`src/rtl/evm_display_pkg.sv`:
```
// Shared constants for the EVM display path: BCD geometry, display limit,
// converter state encoding and the letter codes used by the segment driver.
package evm_display_pkg;

  localparam int unsigned BCD_DIGITS  = 5;
  localparam int unsigned DIGIT_W     = 4;
  localparam int unsigned BCD_W       = BCD_DIGITS * DIGIT_W;
  localparam int unsigned MAX_DISPLAY = 99999;

  typedef enum logic [1:0] {
    IDLE  = 2'd0,
    SHIFT = 2'd1,
    LOAD  = 2'd2
  } state_t;

  // Non-numeric glyphs understood by the seven-segment controller
  localparam logic [DIGIT_W-1:0] CODE_D = 4'd10;
  localparam logic [DIGIT_W-1:0] CODE_O = 4'd11;
  localparam logic [DIGIT_W-1:0] CODE_N = 4'd12;
  localparam logic [DIGIT_W-1:0] CODE_C = 4'd13;

endpackage

```
`src/rtl/bcd_add3.sv`:
```
// Double-dabble digit corrector: adds 3 to a BCD digit of 5 or more so the
// following left shift carries correctly into the next decade.
module bcd_add3
  import evm_display_pkg::*;
(
  input  logic [DIGIT_W-1:0] digit,
  output logic [DIGIT_W-1:0] digit_adj_c
);

  // Correct digit ahead of the shift
  always_comb begin
    digit_adj_c = digit;
    if (digit >= DIGIT_W'(5)) begin
      digit_adj_c = digit + DIGIT_W'(3);
    end
  end

endmodule

```
`src/rtl/vote_bcd_converter.sv`:
```
// Sequential binary-to-BCD converter (double dabble, one bit per clock)
// feeding the seven-segment display multiplexer. bcd_out/overflow only move
// in the LOAD cycle so the display never sees partial results.
// Build option: define SATURATE_EN to clamp out-of-range tallies to all nines;
// otherwise the result is the tally modulo 100000.
module vote_bcd_converter #(
  parameter int unsigned BIN_WIDTH  = 17,
  parameter int unsigned BCD_DIGITS = 5
) (
  input  logic                    clk,
  input  logic                    reset,
  input  logic                    start,
  input  logic [BIN_WIDTH-1:0]    bin_in,
  output logic                    busy,
  output logic                    done,
  output logic                    overflow,
  output logic [4*BCD_DIGITS-1:0] bcd_out
);

  import evm_display_pkg::*;

  localparam int unsigned SCR_W = DIGIT_W * BCD_DIGITS;
  localparam int unsigned CNT_W = $clog2(BIN_WIDTH + 1);

  state_t               state_q;
  state_t               state_d;
  logic [BIN_WIDTH-1:0] shift_q;
  logic [SCR_W-1:0]     scratch_q;
  logic [SCR_W-1:0]     scratch_adj_c;
  logic [CNT_W-1:0]     cnt_q;
  logic                 ovf_q;
  logic                 capture_c;
  logic                 shift_c;
  logic                 load_c;

  // One add-3 corrector per decade of the scratch register
  for (genvar g = 0; g < BCD_DIGITS; g++) begin : g_digit
    bcd_add3 u_add3 (
      .digit       (scratch_q[g*DIGIT_W +: DIGIT_W]),
      .digit_adj_c (scratch_adj_c[g*DIGIT_W +: DIGIT_W])
    );
  end

  // State register
  always_ff @(posedge clk) begin
    if (reset) begin
      state_q <= IDLE;
    end else begin
      state_q <= state_d;
    end
  end

  // Next-state: SHIFT runs until the last bit, counted down from BIN_WIDTH
  always_comb begin
    state_d = state_q;
    case (state_q)
      IDLE:    if (start) state_d = SHIFT;
      SHIFT:   if (cnt_q == CNT_W'(1)) state_d = LOAD;
      LOAD:    state_d = IDLE;
      default: state_d = IDLE;
    endcase
  end

  // Datapath strobes decoded from state; start is only honoured in IDLE
  always_comb begin
    capture_c = 1'b0;
    shift_c   = 1'b0;
    load_c    = 1'b0;
    case (state_q)
      IDLE:    capture_c = start;
      SHIFT:   shift_c   = 1'b1;
      LOAD:    load_c    = 1'b1;
      default: ;
    endcase
  end

  // Scratch datapath and registered outputs; top-digit carries fall off the shift
  always_ff @(posedge clk) begin
    if (reset) begin
      shift_q   <= '0;
      scratch_q <= '0;
      cnt_q     <= '0;
      ovf_q     <= 1'b0;
      busy      <= 1'b0;
      done      <= 1'b0;
      overflow  <= 1'b0;
      bcd_out   <= '0;
    end else begin
      done <= 1'b0;
      if (capture_c) begin
        shift_q   <= bin_in;
        scratch_q <= '0;
        cnt_q     <= CNT_W'(BIN_WIDTH);
        ovf_q     <= (32'(bin_in) > MAX_DISPLAY);
        busy      <= 1'b1;
      end
      if (shift_c) begin
        {scratch_q, shift_q} <= {scratch_adj_c, shift_q} << 1;
        cnt_q                <= cnt_q - CNT_W'(1);
      end
      if (load_c) begin
        busy     <= 1'b0;
        done     <= 1'b1;
        overflow <= ovf_q;
`ifdef SATURATE_EN
        bcd_out  <= ovf_q ? {BCD_DIGITS{4'h9}} : scratch_q;
`else
        bcd_out  <= scratch_q;
`endif
      end
    end
  end

endmodule

```
`config.mk`:
```
export PLATFORM = sky130hd
export DESIGN_NAME = vote_bcd_converter
export DESIGN_NICKNAME = d
export VERILOG_FILES = /design/src/rtl/evm_display_pkg.sv /design/src/rtl/bcd_add3.sv /design/src/rtl/vote_bcd_converter.sv
export SDC_FILE = /design/constraint.sdc
export NUM_CORES = 1
export LEC_CHECK = 0
export ABC_CLOCK_PERIOD_IN_PS = 1600
export CORE_UTILIZATION = 45
export CTS_CLUSTER_SIZE = 28
export DETAILED_ROUTE_END_ITERATION = 8
export PLACE_DENSITY = 0.72
export REMOVE_ABC_BUFFERS = 1
export SLEW_MARGIN = 30
export SYNTH_ARGS = -nofsm -noshare
export SYNTH_HDL_FRONTEND = slang
export SYNTH_SLANG_ARGS = --single-unit
```
`constraint.sdc`:
```
create_clock -name clk -period 1.6 [get_ports clk]
set_input_delay 0.48 -clock clk [delete_from_list [all_inputs] [get_ports clk]]
set_output_delay 0.48 -clock clk [all_outputs]
set_load 0.03 [all_outputs]
```
==> run summary <==
The run finished with clean final reports. The shortest clock period the worst path allows after layout came out at 1.55 ns. The switching power came out at 0.00106 W.

The critical path class is input port to flop. The largest fanout of any net on the critical path came out at 6. The total number of yosys warnings is 0. The proportion of power drawn by combinational gates came out at 0.163. In the post-synthesis netlist, the biggest area contributors are sky130_fd_sc_hd__dfxtp_1 43%, sky130_fd_sc_hd__a22o_1 6.1%, sky130_fd_sc_hd__ha_1 4.8%, sky130_fd_sc_hd__o221a_2 4.7%, sky130_fd_sc_hd__a2bb2oi_1 3.6%. The initial cell density of the core is 0.465.

The maximum number of pins on one net before global-route repair is 23. Clock-pin slew was measured on the worst setup and hold paths at 0.07 ns. The worst hold path belongs to the class flop to flop. In this run the tightest slew margin relative to its limit is 0.613. The via count of the first global-routing pass is 2708. The pin slew with the least headroom to its limit came out at 0.579 ns.

In this run the static leakage power is 1.54 nW. The net switching share of the total power is 0.261. The global-route wire length before repair came out at 12400 um. The maximum vdd ir drop is 0.579 mV. The number of sinks on the clock net came out at 68. The post-detailed-route via-to-cell ratio came out at 5.76. The period utilization came out at 0.971. The top-level I/O count came out at 43.

Dividing total power by cell area gives a power density of 1000 nW/um^2. The portion of synthesized cell area occupied by the leading cell type came out at 0.434. The cell with the biggest individual delay on the critical path is sky130_fd_sc_hd__clkdlybuf4s50_1. The setup clock skew after layout is 0.00450 ns. The detailed placement HPWL is 5120 um. The routed layout has 2707 vias. The cell area after synthesis is 3140 sq um. Traced cell by cell, the critical path runs through clkdlybuf4s50_1 > nor3b_4 > buf_4 > and3_1 > a221o_1. The total detailed-routing wirelength came out at 7180 um. The proportion of power drawn by the clock network came out at 0.382. The x dimension of the die came out at 85.5 um.

The cell sitting at the root of the clock tree is a sky130_fd_sc_hd__clkbuf_8. After synthesis, the netlist uses 47 different library cells. After synthesis, the mean cell area works out to 9.84 sq um.

The die footprint is 7310 sq um. The sum of negative setup slack came out at 0 ns. The fraction of registers with async set/reset came out at 0. The fraction of power consumed by sequential logic is 0.455. The number of clock buffers added by TritonCTS is 9. The highest achievable clock rate came out at 644 MHz. Summed over all instances, the cell type with the most area after synthesis is sky130_fd_sc_hd__dfxtp_1.

The number of diodes is 0. Counting along the longest clock path gives a buffer depth of 2. The worst setup path is launched from an input port. Setup violations remaining at the end of the flow were counted as 0.

The floorplan step defined a core boundary enclosing 6760 sq um. The number of nets in the final layout came out at 417. The count of flip-flops with a built-in enable after synthesis came out at 0. The internal power of the cells totals 0.00301 W. The final number of max-transition violations came to 0. The H-tree generated during clock tree synthesis spans 3 levels. The cell count after synthesis is 319.

Before antenna repair, the detailed router went through 4 iterations. The iteration-0 DRC count of the detailed router is 190. The sequential cell area fraction in the yosys report came out at 0.434. The area growth from synthesis to layout is 29.7%. The required arrival time at the worst endpoint is 1.84 ns. The flip-flop and latch count after synthesis came out at 68. For the worst-skew pair, the clock arrives at the later sink with an insertion delay of 0.35 ns. Setup repair after global routing left no endpoint under its margin.

The fraction of layout cells with a size suffix above 1 is 0.192. The worst setup path is captured at a flop. The endpoint arrival time on the critical path is 1.79 ns. In the routed design, unresolved DRC markers number 0. The worst slack on hold paths is 0.472 ns. The final non-filler cell total came out at 470.

Including well taps, the total number of placed cells is 453. The total number of placement rows came out at 30. The count of nets left with antenna violations once routing finished came out at 0.

The max-cap violation count came out at 0. The vertical extent of the die came out at 85.5 um. In the synthesized netlist the dominant register cell turns out to be sky130_fd_sc_hd__dfxtp_1. The largest single stage delay on the critical path is 0.51 ns. The total routing resource utilization after global routing came out at 0.215. The clock tree from TritonCTS is done. The number of antenna violations at the first check in global routing is 0.

The total of buffers placed on input and output ports came out at 42. The placer's final routability congestion estimate came out at 0.830. The final hold violation count came out at 0. The total overflow reported by the global router came out at 0. The per-cell routed wire length is 15.3 um.
[per-layer routing]
| metal | global-route usage | vias up | part of all wire |
|---|---|---|---|
| li1 | - | 1337 | - |
| met1 | 0.255 | 1291 | 0.45 |
| met2 | 0.376 | 72 | 0.50 |
| met3 | 0.0587 | 7 | 0.042 |
| met4 | 0.0758 | 0 | 0.0074 |
| met5 | 0 | - | 0 |
[logic make-up after synthesis]
logic type,after synthesis,share of synthesized area
AOI/OAI and AO/OA,110,0.291
xor gates and xnor gates,3,0.00837
adders and majority gates,12,0.0478
buffers and inverters,47,0.0725
DFF,68,0.434
muxes,1,0.00319
and+or+nand+nor,78,0.143
[metrics by stage]
stage	setup slack, ns	area [sq um]	utilization	total power (W)
after CTS	0.00329	4050	0.599	0.00409
after detailed placement	-0.465	3830	0.567	0.00254
after global routing	0.000701	4070	0.602	0.00423
after floorplan	-0.428	3000	-	0.00224
after global placement	-0.423	3830	0.567	0.00252
final	0.0469	4070	0.602	0.00407
[synth_stat cells, drive strengths merged (10+ instances only)]
cell type  number
a2bb2oi        13
ha             12
o211ai         12
dfxtp          68
o2111ai        10
a22o           22
inv            24
nor2           16
nand3          19
o221a          13
buf            20
o21ai          10
[what timing repair did]
item,CTS,global route
hold buffers,0,0
pin swaps,1,0
hold endpoints to repair,0,0
resized for setup,26,20
setup buffers,1,0
endpoints found under the setup margin,47,34
[layout make-up]
type / instances / area, sq um
Fill cell: 604 / 2690
Multi-Input combinational cell: 204 / 1560
Sequential cell: 68 / 1360
Timing Repair Buffer: 78 / 736
Clock buffer: 10 / 128
Tap cell: 80 / 100
Inverter: 24 / 90.1
Clock inverter: 6 / 88.8
[path summary, 6_finish.rpt]
| kind | from | to | slack (ns) | depth (start not counted) |
|---|---|---|---|---|
| worst max register to register | state_q[0] | cnt_q[4] | 0.10 | 5 |
| worst max-delay path | start | shift_q[12] | 0.05 | 5 |
| worst min register to register | busy | busy | 0.47 | 1 |
| worst min-delay path | busy | busy | 0.47 | 1 |
[state kept, by name (all words and copies together), names as in the netlist]
| name | cells |
|---|---|
| scratch_q | 20 |
| cnt_q | 5 |
| bcd_out | 20 |
| overflow | 1 |
| busy | 1 |
| shift_q | 17 |
| done | 1 |
| state_q | 2 |
| ovf_q | 1 |
[power by group through the flow]
stage,logic [W],registers [W],clock network [W]
6_report,0.000665,0.00185,0.00156
4_1_cts,0.000664,0.00185,0.00158
5_1_grt,0.000718,0.00186,0.00166
3_5_place_dp,0.000654,0.00188,0
3_3_place_gp,0.000640,0.00188,0
2_1_floorplan,0.000345,0.00190,0
[layout by cell type (no fill, tap or decap), types with 6 or more instances in the layout]
cell type	count
sky130_fd_sc_hd__o211ai_1	12
sky130_fd_sc_hd__dfxtp_1	66
sky130_fd_sc_hd__o221a_2	13
sky130_fd_sc_hd__buf_4	32
sky130_fd_sc_hd__nor2_1	16
sky130_fd_sc_hd__o21ai_0	10
sky130_fd_sc_hd__o2111ai_1	10
sky130_fd_sc_hd__nand3_1	19
sky130_fd_sc_hd__ha_1	12
sky130_fd_sc_hd__nor4b_1	6
sky130_fd_sc_hd__clkdlybuf4s15_1	18
sky130_fd_sc_hd__o21a_1	6
sky130_fd_sc_hd__nor2b_1	6
sky130_fd_sc_hd__a21oi_1	8
sky130_fd_sc_hd__inv_1	24
sky130_fd_sc_hd__a2bb2oi_1	13
sky130_fd_sc_hd__clkbuf_8	9
sky130_fd_sc_hd__clkdlybuf4s50_1	18
sky130_fd_sc_hd__a22o_1	22
sky130_fd_sc_hd__nand2_1	7
[critical path, delay by kind of cell]
family,cells,cell delay (ns)
buffers and inverters,2,0.67
AOI/OAI and AO/OA,1,0.25
and+or+nand+nor,2,0.39
No activity file was read; power rests on OpenSTA's default activity.
